[src/rtl/pifo_reg_ctrl.sv]
// pifo_reg_ctrl: register-based push-in/first-out queue of REG_WIDTH slots.
//
// An insert writes {rank, meta} into the lowest-index free slot. A remove takes
// a snapshot of all slots and reduces it through a pairwise min tree, one level
// per cycle. The entry with the lowest rank wins, and on equal ranks the lower
// slot index wins. The winner is presented on deq_* for exactly one cycle (POP),
// and its slot is freed at the end of that cycle.
//
// Optional feature: define PIFO_REG_STATS_EN to enable the 32-bit insert and
// dequeue statistics counters. When it is undefined, ins_cnt and deq_cnt are
// tied to zero.
//
// Ports
//   axis_aclk, axis_resetn          : clock, asynchronous active-low reset
//   ins_valid/ins_ready/ins_rank/ins_meta : insert handshake
//   rm_req/rm_ready                 : remove request handshake
//   deq_valid/deq_rank/deq_meta     : dequeued minimum entry (one-cycle pulse)
//   full, empty, count              : occupancy
//   ins_cnt, deq_cnt                : statistics
module pifo_reg_ctrl #(
  parameter int unsigned REG_WIDTH  = 8,
  parameter int unsigned DATA_WIDTH = 16,
  parameter int unsigned META_WIDTH = 32,
  parameter int unsigned IDX_WIDTH  = 3
) (
  input  logic                  axis_aclk,
  input  logic                  axis_resetn,
  input  logic                  ins_valid,
  output logic                  ins_ready,
  input  logic [DATA_WIDTH-1:0] ins_rank,
  input  logic [META_WIDTH-1:0] ins_meta,
  input  logic                  rm_req,
  output logic                  rm_ready,
  output logic                  deq_valid,
  output logic [DATA_WIDTH-1:0] deq_rank,
  output logic [META_WIDTH-1:0] deq_meta,
  output logic                  full,
  output logic                  empty,
  output logic [IDX_WIDTH:0]    count,
  output logic [31:0]           ins_cnt,
  output logic [31:0]           deq_cnt
);

  typedef struct packed {
    logic                  valid;
    logic [IDX_WIDTH-1:0]  idx;
    logic [DATA_WIDTH-1:0] rank;
    logic [META_WIDTH-1:0] meta;
  } node_t;

  typedef enum logic [1:0] {StIdle, StSearch, StPop} state_e;

  localparam int unsigned LvlW = (IDX_WIDTH > 1) ? $clog2(IDX_WIDTH + 1) : 1;
  localparam logic [LvlW-1:0] LastLvl = LvlW'(IDX_WIDTH - 1);

  state_e                               state_q;
  logic [LvlW-1:0]                      lvl_q;
  logic [REG_WIDTH-1:0]                 valid_q;
  logic [REG_WIDTH-1:0][DATA_WIDTH-1:0] rank_q;
  logic [REG_WIDTH-1:0][META_WIDTH-1:0] meta_q;
  node_t [REG_WIDTH-1:0]                node_q;
  node_t [REG_WIDTH-1:0]                node_red;
  node_t [REG_WIDTH-1:0]                snap_c;
  logic                                 deq_valid_q;
  logic [DATA_WIDTH-1:0]                deq_rank_q;
  logic [META_WIDTH-1:0]                deq_meta_q;

  logic [IDX_WIDTH:0]   count_c;
  logic [IDX_WIDTH-1:0] free_idx;
  logic                 ins_fire;
  logic                 rm_fire;

  // Left operand always covers lower slot indices, so a rank tie keeps it.
  function automatic node_t pick(input node_t a, input node_t b);
    node_t r;
    if (a.valid && b.valid) begin
      r = (a.rank <= b.rank) ? a : b;
    end else if (b.valid) begin
      r = b;
    end else begin
      r = a;
    end
    return r;
  endfunction

  // Occupancy, lowest free slot and the snapshot image of the slots.
  always_comb begin
    count_c  = '0;
    free_idx = '0;
    snap_c   = '0;
    for (int i = int'(REG_WIDTH) - 1; i >= 0; i--) begin
      count_c = count_c + {{IDX_WIDTH{1'b0}}, valid_q[i]};
      if (!valid_q[i]) begin
        free_idx = IDX_WIDTH'(i);
      end
      snap_c[i].valid = valid_q[i];
      snap_c[i].idx   = IDX_WIDTH'(i);
      snap_c[i].rank  = rank_q[i];
      snap_c[i].meta  = meta_q[i];
    end
  end

  // One tree level: node i takes min(node 2i, node 2i+1). Upper nodes beyond the
  // active width become don't-care but are never read by the active ones.
  always_comb begin
    node_red = node_q;
    for (int i = 0; i < int'(REG_WIDTH / 2); i++) begin
      node_red[i] = pick(node_q[2*i], node_q[2*i+1]);
    end
  end

  assign empty     = (count_c == '0);
  assign full      = (count_c == (IDX_WIDTH + 1)'(REG_WIDTH));
  assign count     = count_c;
  assign rm_ready  = (state_q == StIdle) && !empty;
  assign rm_fire   = rm_req && rm_ready;
  assign ins_ready = (state_q == StIdle) && !full && !rm_fire;
  assign ins_fire  = ins_valid && ins_ready;

  assign deq_valid = deq_valid_q;
  assign deq_rank  = deq_rank_q;
  assign deq_meta  = deq_meta_q;

  always_ff @(posedge axis_aclk or negedge axis_resetn) begin
    if (!axis_resetn) begin
      state_q     <= StIdle;
      lvl_q       <= '0;
      valid_q     <= '0;
      rank_q      <= '0;
      meta_q      <= '0;
      node_q      <= '0;
      deq_valid_q <= 1'b0;
      deq_rank_q  <= '0;
      deq_meta_q  <= '0;
    end else begin
      deq_valid_q <= 1'b0;
      unique case (state_q)
        StIdle: begin
          if (rm_fire) begin
            node_q  <= snap_c;
            lvl_q   <= '0;
            state_q <= StSearch;
          end else if (ins_fire) begin
            valid_q[free_idx] <= 1'b1;
            rank_q[free_idx]  <= ins_rank;
            meta_q[free_idx]  <= ins_meta;
          end
        end
        StSearch: begin
          node_q <= node_red;
          lvl_q  <= lvl_q + 1'b1;
          // The last reduction lands straight in the dequeue registers so the
          // pulse coincides with the POP cycle.
          if (lvl_q == LastLvl) begin
            state_q     <= StPop;
            deq_valid_q <= 1'b1;
            deq_rank_q  <= node_red[0].rank;
            deq_meta_q  <= node_red[0].meta;
          end
        end
        StPop: begin
          valid_q[node_q[0].idx] <= 1'b0;
          state_q                <= StIdle;
        end
        default: state_q <= StIdle;
      endcase
    end
  end

`ifdef PIFO_REG_STATS_EN
  logic [31:0] ins_cnt_q;
  logic [31:0] deq_cnt_q;

  always_ff @(posedge axis_aclk or negedge axis_resetn) begin
    if (!axis_resetn) begin
      ins_cnt_q <= '0;
      deq_cnt_q <= '0;
    end else begin
      if (ins_fire) begin
        ins_cnt_q <= ins_cnt_q + 32'd1;
      end
      if (state_q == StPop) begin
        deq_cnt_q <= deq_cnt_q + 32'd1;
      end
    end
  end

  assign ins_cnt = ins_cnt_q;
  assign deq_cnt = deq_cnt_q;
`else
  assign ins_cnt = '0;
  assign deq_cnt = '0;
`endif

endmodule
[config.mk]
export PLATFORM = sky130hd
export DESIGN_NAME = pifo_reg_ctrl
export DESIGN_NICKNAME = d
export VERILOG_FILES = /design/src/rtl/pifo_reg_ctrl.sv
export SDC_FILE = /design/constraint.sdc
export NUM_CORES = 2
export LEC_CHECK = 0
export BUFFER_PORTS_ARGS = -buffer_cell sky130_fd_sc_hd__buf_4
export CELL_PAD_IN_SITES_DETAIL_PLACEMENT = 2
export CELL_PAD_IN_SITES_GLOBAL_PLACEMENT = 2
export CORE_ASPECT_RATIO = 2
export CORE_MARGIN = 2
export CORE_UTILIZATION = 28
export DETAILED_ROUTE_END_ITERATION = 16
export GPL_ROUTABILITY_DRIVEN = 0
export PLACE_DENSITY_LB_ADDON = 0.05
export SYNTH_ARGS = -nofsm -noshare
export SYNTH_HDL_FRONTEND = slang
export SYNTH_SLANG_ARGS = --single-unit
[constraint.sdc]
create_clock -name axis_aclk -period 6.3 [get_ports axis_aclk]
set_input_delay 1.89 -clock axis_aclk [delete_from_list [all_inputs] [get_ports axis_aclk]]
set_output_delay 1.89 -clock axis_aclk [all_outputs]
set_load 0.005 [all_outputs]
# Yosys cells after proc, flatten, opt, wreduce, memory -nomap -nowiden
# Cells that the tools add are included.
# Widths: inputs -> output; s select.
# totals
out_inout_bits	121
wordCells	152
mem_bits_ro	0
ram_bits	0
memories	0
latchBits	0
register_bits	861
# op_classes
mul	0
div	0
eq_ne	10
magnitude_cmp	8
n_reduce_logical	25
bitwise	5
n_addsub	8
shift	0
mux	42
# ops
op	n
$pmux 416 s2	1
$mux 52	12
$mux 416	1
$bwmux 256	1
$bwmux 128	1
$demux 32 s3	1
$le 16x16->1	4
$demux 16 s3	1
$mux 32	1
$mux 3	8
$add 4x1->4	4
$mux 16	1
$mux 8	2
$pmux 8 s2	1
$logic_and 1x1->1	11
$reduce_and 3->1	3
$and 8x8->8	1
$lt 3x4->1 const B	2
$ne 2x2->1 const B	4
$not 8->8	1
$or 8x8->8	1
$pmux 2 s2	2
$demux 1 s3	2
$ge 3x1->1 const B	2
17 further kinds	30

# Logic depth before layout (Yosys ltp)
# logic_depth
depth_word	17
mapped_depth	18
depth_no_buf	15

# Worst setup path before layout
# OpenSTA, ideal clock, no wires.
# synth_timing
path_kind	reg2out
start	register valid_q[1]
end	output port ins_ready
slack_ns	0.547
arrival_ns	3.863
path_buffers	2
stages_incl_launch_ff	16
cell_sequence	dfrtp_1 fa_1 inv_1 fa_1 fa_1 inv_1 ha_1 inv_1 fa_1 xnor2_1 a211o_1 buf_2 inv_2 nor2_1 clkbuf_1 nor4_1
# synth_via
elab_chain_len	8
elab_cells_between_ends	11
cone_classes	2 x add/sub; 1 x eq/ne; 8 x reduce/logical
# synth_lines
item	line	source
start, declared	58	logic [REG_WIDTH-1:0] valid_q;
start signal, assigned	128	valid_q <= '0;
start signal, assigned by index	144	valid_q[free_idx] <= 1'b1;
start signal, assigned by index	162	valid_q[node_q[0].idx] <= 1'b0;
$add 4x1->4 (2 in series)	92	count_c = count_c + {{IDX_WIDTH{1'b0}}, valid_q[i]};
via count[2]	39	output logic [IDX_WIDTH:0] count,
$logic_not 4->1	112	assign empty = (count_c == '0);
via empty	38	output logic empty,
$logic_not 1->1	115	assign rm_ready = (state_q == StIdle) && !empty;
$logic_and 1x1->1	115	
$logic_and 1x1->1	116	assign rm_fire = rm_req && rm_ready;
$logic_not 1->1	117	assign ins_ready = (state_q == StIdle) && !full && !rm_fire;
$logic_and 1x1->1	117	
end, declared	29	output logic ins_ready,
# The timed path passes the listed nets, and every way through them passes these cells.

# Worst setup path after layout
# layout_timing
start	register valid_q[0]
end	output port ins_ready
# layout_via
elab_chain_len	7
elab_cells_between_ends	10
cone_classes	1 x add/sub; 1 x eq/ne; 8 x reduce/logical
# layout_lines
item	line
$add 4x1->4 *	92
$logic_not 4->1	112
$logic_not 1->1	115
$logic_and 1x1->1	115
$logic_and 1x1->1	116
$logic_not 1->1	117
$logic_and 1x1->1 *	117
# Every way passes the cells marked *; elsewhere a longest branch is shown, timed or not.

==> reports/summary.txt <==
===========================================================================================
Run status                                                                     finished, final reports clean
RSZ-0062 raised after global routing                                                   true
Post-layout minimum cycle time                                                     6.159 ns
Sequential fraction of the synthesis area                                            51.91%
Wire length of the first global-routing pass                                       259.1 mm
TritonCTS clock tree                                                                   done
CTS buffer count                                                                         91
Total via count in the routed design                                                  31980
Total Nets Final                                                                       4022
Global routing usage summed across all routing layers                                23.82%
Share of layout cells above drive strength 1                                         19.47%
H-tree lvl count                                                                          3
Die area                                                                         149400 µm²
Die H                                                                              544.7 µm
Via density per instance                                                              5.442
Clock sink count                                                                        849
Final instance count without filler cells                                              5876
Post-route cell area                                                              46940 µm²
Fill cell total of the finished layout                                                15620
Worst slack on hold paths                                                         0.4598 ns
Max capacitance violation total                                                           0
Total Routed Length                                                                176.0 mm
Critical setup path kind                                                         reg -> out
Element type at the critical path end                                          primary output
Post-Synthesis Cells                                                                   3901
Total cell area at the placement stage                                            43810 µm²
Sum of overflow across all layers after global routing                                    0
Yosys warning count                                                                       0
Req. time, crit path                                                                4.41 ns
Nature of the critical path startpoint                                                 flop
Detailed-route wire length per cell                                                29.96 µm
Setup violations, final                                                                   0
Final Slew Violations                                                                     0
Tightest Hold Check Type                                                         reg -> reg
Number of design-rule violations left by the first detailed-router iteration           1446
Synthesized area                                                                  40930 µm²
Top-level I/O count                                                                     173
Inst Count DP                                                                          5699
Arrival time of the worst setup path                                                4.27 ns
DRT antenna net count                                                                     0
Number of global-route vias before repair                                             36290
Leading register cell type out of synthesis                                    sky130_fd_sc_hd__dfrtp_1
Setup TNS                                                                              0 ns
Register bit count reported by yosys                                                    849
Endpoints failing hold                                                                    0
Post-route fraction of the period consumed by the critical path                      97.76%
Largest net degree at the start of global routing                                       114
Master cell of the clock root buffer                                           sky130_fd_sc_hd__clkbuf_16
Share of synthesized registers carrying an async set or reset                        100.0%
Biggest fanout along the worst timing path                                                5
Initial antenna violation count                                                           6
Port buffer count                                                                       108
Mean Syn Cell Area                                                                10.49 µm²
Detailed placer's ending HPWL                                                      111.8 mm
Yosys cell types                                                                         66
Deepest clock path buffer count                                                           3
R2R setup slack                                                                     1.12 ns
Tightest slew margin relative to the limit                                           16.69%
DRC violations left                                                                       0
Core Box Area                                                                    145400 µm²
Max frequency                                                                     162.4 MHz
CTS hold repair buffers                                                                   0
Initial core utilization                                                             28.14%
Clk_lat worst skew                                                                  0.69 ns
Area grow syn2layout                                                                 14.69%
Number of enable flip-flop cells after synthesis                                          0
Clock edge transition at the registers on the reported setup and hold paths         0.07 ns
Max Clock Skew                                                                   0.02572 ns
Cell row count                                                                          198
Width of the die                                                                   274.3 µm
Least-Margin Pin Slew                                                              1.244 ns
Detailed-routing iteration count for the pre-antenna-repair pass                          5
===========================================================================================
## synth_stat cells, drive strengths merged, types with 10 or more instances
| cell type | instances | area share, % |
|---|---|---|
| a21o | 11 | 0.20 |
| a21oi | 104 | 1.3 |
| a221o | 47 | 1.1 |
| a221oi | 125 | 2.7 |
| a22oi | 140 | 2.6 |
| a311o | 47 | 1.1 |
| a31oi | 21 | 0.32 |
| buf | 144 | 2.1 |
| clkbuf | 220 | 2.0 |
| dfrtp | 849 | 52 |
| ha | 68 | 2.1 |
| inv | 91 | 0.83 |
| mux2 | 385 | 11 |
| mux2i | 144 | 3.5 |
| nand2 | 697 | 6.4 |
| nand2b | 10 | 0.15 |
| nand3 | 115 | 1.4 |
| nand4 | 64 | 0.98 |
| nor2 | 172 | 1.6 |
| nor2b | 10 | 0.15 |
| o211ai | 42 | 0.77 |
| o21a | 35 | 0.64 |
| o21ai | 212 | 2.6 |
| o21bai | 18 | 0.33 |
| o221ai | 26 | 0.56 |
| or3 | 14 | 0.21 |
## layer usage
metal  part of all wire (%)  global-route usage, %
met1                     36                  24.69
met2                     57                  47.71
met3                    2.0                  1.983
met4                    4.6                  10.35
met5                      0                      0
## sequential cells by signal, indices dropped and copies added, names as in the netlist
signal,flops
deq_valid,1
node_q,404
deq_meta,32
deq_rank,16
rank_q,128
lvl_q,2
meta_q,256
state_q,2
valid_q,8
## worst max-delay path, stage by stage (launching register included)
cell and delay [ns]:
sky130_fd_sc_hd__dfrtp_2 0.44, sky130_fd_sc_hd__fa_1 0.53, sky130_fd_sc_hd__inv_1 0.05, sky130_fd_sc_hd__fa_1 0.49, sky130_fd_sc_hd__fa_1 0.41, sky130_fd_sc_hd__inv_1 0.06
sky130_fd_sc_hd__ha_2 0.18, sky130_fd_sc_hd__inv_2 0.04, sky130_fd_sc_hd__fa_2 0.55, sky130_fd_sc_hd__nand2b_4 0.07, sky130_fd_sc_hd__a211o_1 0.32, sky130_fd_sc_hd__inv_4 0.09
sky130_fd_sc_hd__nor2_4 0.05, sky130_fd_sc_hd__nor4_2 0.14, sky130_fd_sc_hd__buf_4 0.15
## stage by stage
stage / util, % / setup slack [ns]
after floorplan: - / 0.5466
after global placement: 30.12 / 0.6469
after detailed placement: 30.12 / 0.5947
after CTS: 32.23 / 0.007433
after global routing: 32.27 / -0.04408
final: 32.28 / 0.1409
## final cells by class
| cell class | instances | area, µm² | area share, % |
|---|---|---|---|
| Clock buffer | 146 | 2808 | 5.982 |
| Sequential cell | 849 | 21250 | 45.26 |
| Inverter | 95 | 359.1 | 0.7650 |
| Antenna cell | 6 | 15.01 | 0.03199 |
| Tap cell | 1900 | 2377 | 5.065 |
| Clock inverter | 19 | 232.7 | 0.4958 |
| Multi-Input combinational cell | 2656 | 18090 | 38.53 |
| Timing Repair Buffer | 205 | 1813 | 3.862 |
## cell usage in the layout, fill, tap and decap left out, types with 11 or more instances in the layout
| cell type | n |
|---|---|
| sky130_fd_sc_hd__clkbuf_16 | 94 |
| sky130_fd_sc_hd__mux2_2 | 376 |
| sky130_fd_sc_hd__ha_1 | 67 |
| sky130_fd_sc_hd__nand4_1 | 64 |
| sky130_fd_sc_hd__clkbuf_1 | 26 |
| sky130_fd_sc_hd__dfrtp_1 | 848 |
| sky130_fd_sc_hd__inv_1 | 86 |
| sky130_fd_sc_hd__o21bai_1 | 18 |
| sky130_fd_sc_hd__o21a_1 | 35 |
| sky130_fd_sc_hd__buf_4 | 182 |
| sky130_fd_sc_hd__nand2_1 | 693 |
| sky130_fd_sc_hd__nand3_1 | 114 |
| sky130_fd_sc_hd__a21oi_1 | 103 |
| sky130_fd_sc_hd__o21ai_0 | 211 |
| sky130_fd_sc_hd__a22oi_1 | 140 |
| sky130_fd_sc_hd__a221oi_1 | 125 |
| sky130_fd_sc_hd__a221o_1 | 47 |
| sky130_fd_sc_hd__o211ai_1 | 42 |
| sky130_fd_sc_hd__clkinv_2 | 11 |
| sky130_fd_sc_hd__buf_12 | 21 |
| sky130_fd_sc_hd__conb_1 | 64 |
| sky130_fd_sc_hd__a21o_1 | 11 |
| sky130_fd_sc_hd__a311o_1 | 47 |
| sky130_fd_sc_hd__or3_1 | 14 |
| sky130_fd_sc_hd__mux2i_1 | 144 |
| sky130_fd_sc_hd__a31oi_1 | 21 |
| sky130_fd_sc_hd__o221ai_1 | 26 |
| sky130_fd_sc_hd__clkbuf_8 | 26 |
| sky130_fd_sc_hd__nor2_1 | 163 |
## final timing paths
kind                                              start                  endpoint  depth (start not counted)
min in group asynchronous                   axis_resetn   meta_q[136]$_DFFE_PN0P_                          1
max in group asynchronous                   axis_resetn  deq_meta[12]$_DFFE_PN0P_                          2
worst max-delay path             valid_q[0]$_DFFE_PN0P_                 ins_ready                         14
worst min register to register  meta_q[231]$_DFFE_PN0P_   node_q[371]$_DFFE_PN0P_                          2
worst min-delay path            meta_q[231]$_DFFE_PN0P_   node_q[371]$_DFFE_PN0P_                          2
worst max register to register   valid_q[0]$_DFFE_PN0P_    node_q[33]$_DFFE_PN0P_                         16
## cells by family after synthesis
| family | Yosys count | synth area share [%] |
|---|---|---|
| AND/OR/NAND/NOR | 1118 | 11.47 |
| AO/OA/AOI/OAI | 872 | 15.14 |
| flip-flops | 849 | 51.91 |
| multiplexers | 529 | 14.20 |
| buffers and inverters | 459 | 4.980 |
| adder cells (fa/ha/maj) | 72 | 2.274 |
| other | 1 | 0.009162 |
| XOR/XNOR | 1 | 0.02140 |
## timing repair
item | CTS | global route
endpoints found under the setup margin | 2 | 4
resized for setup | 6 | 3
setup buffers | 1 | 5
hold endpoints to repair | 0 | 0
pin swaps | 1 | 2
Power is left out: the tool's default activity adds up to more than one toggle a clock period on the data nets, which glitch-free logic cannot reach.
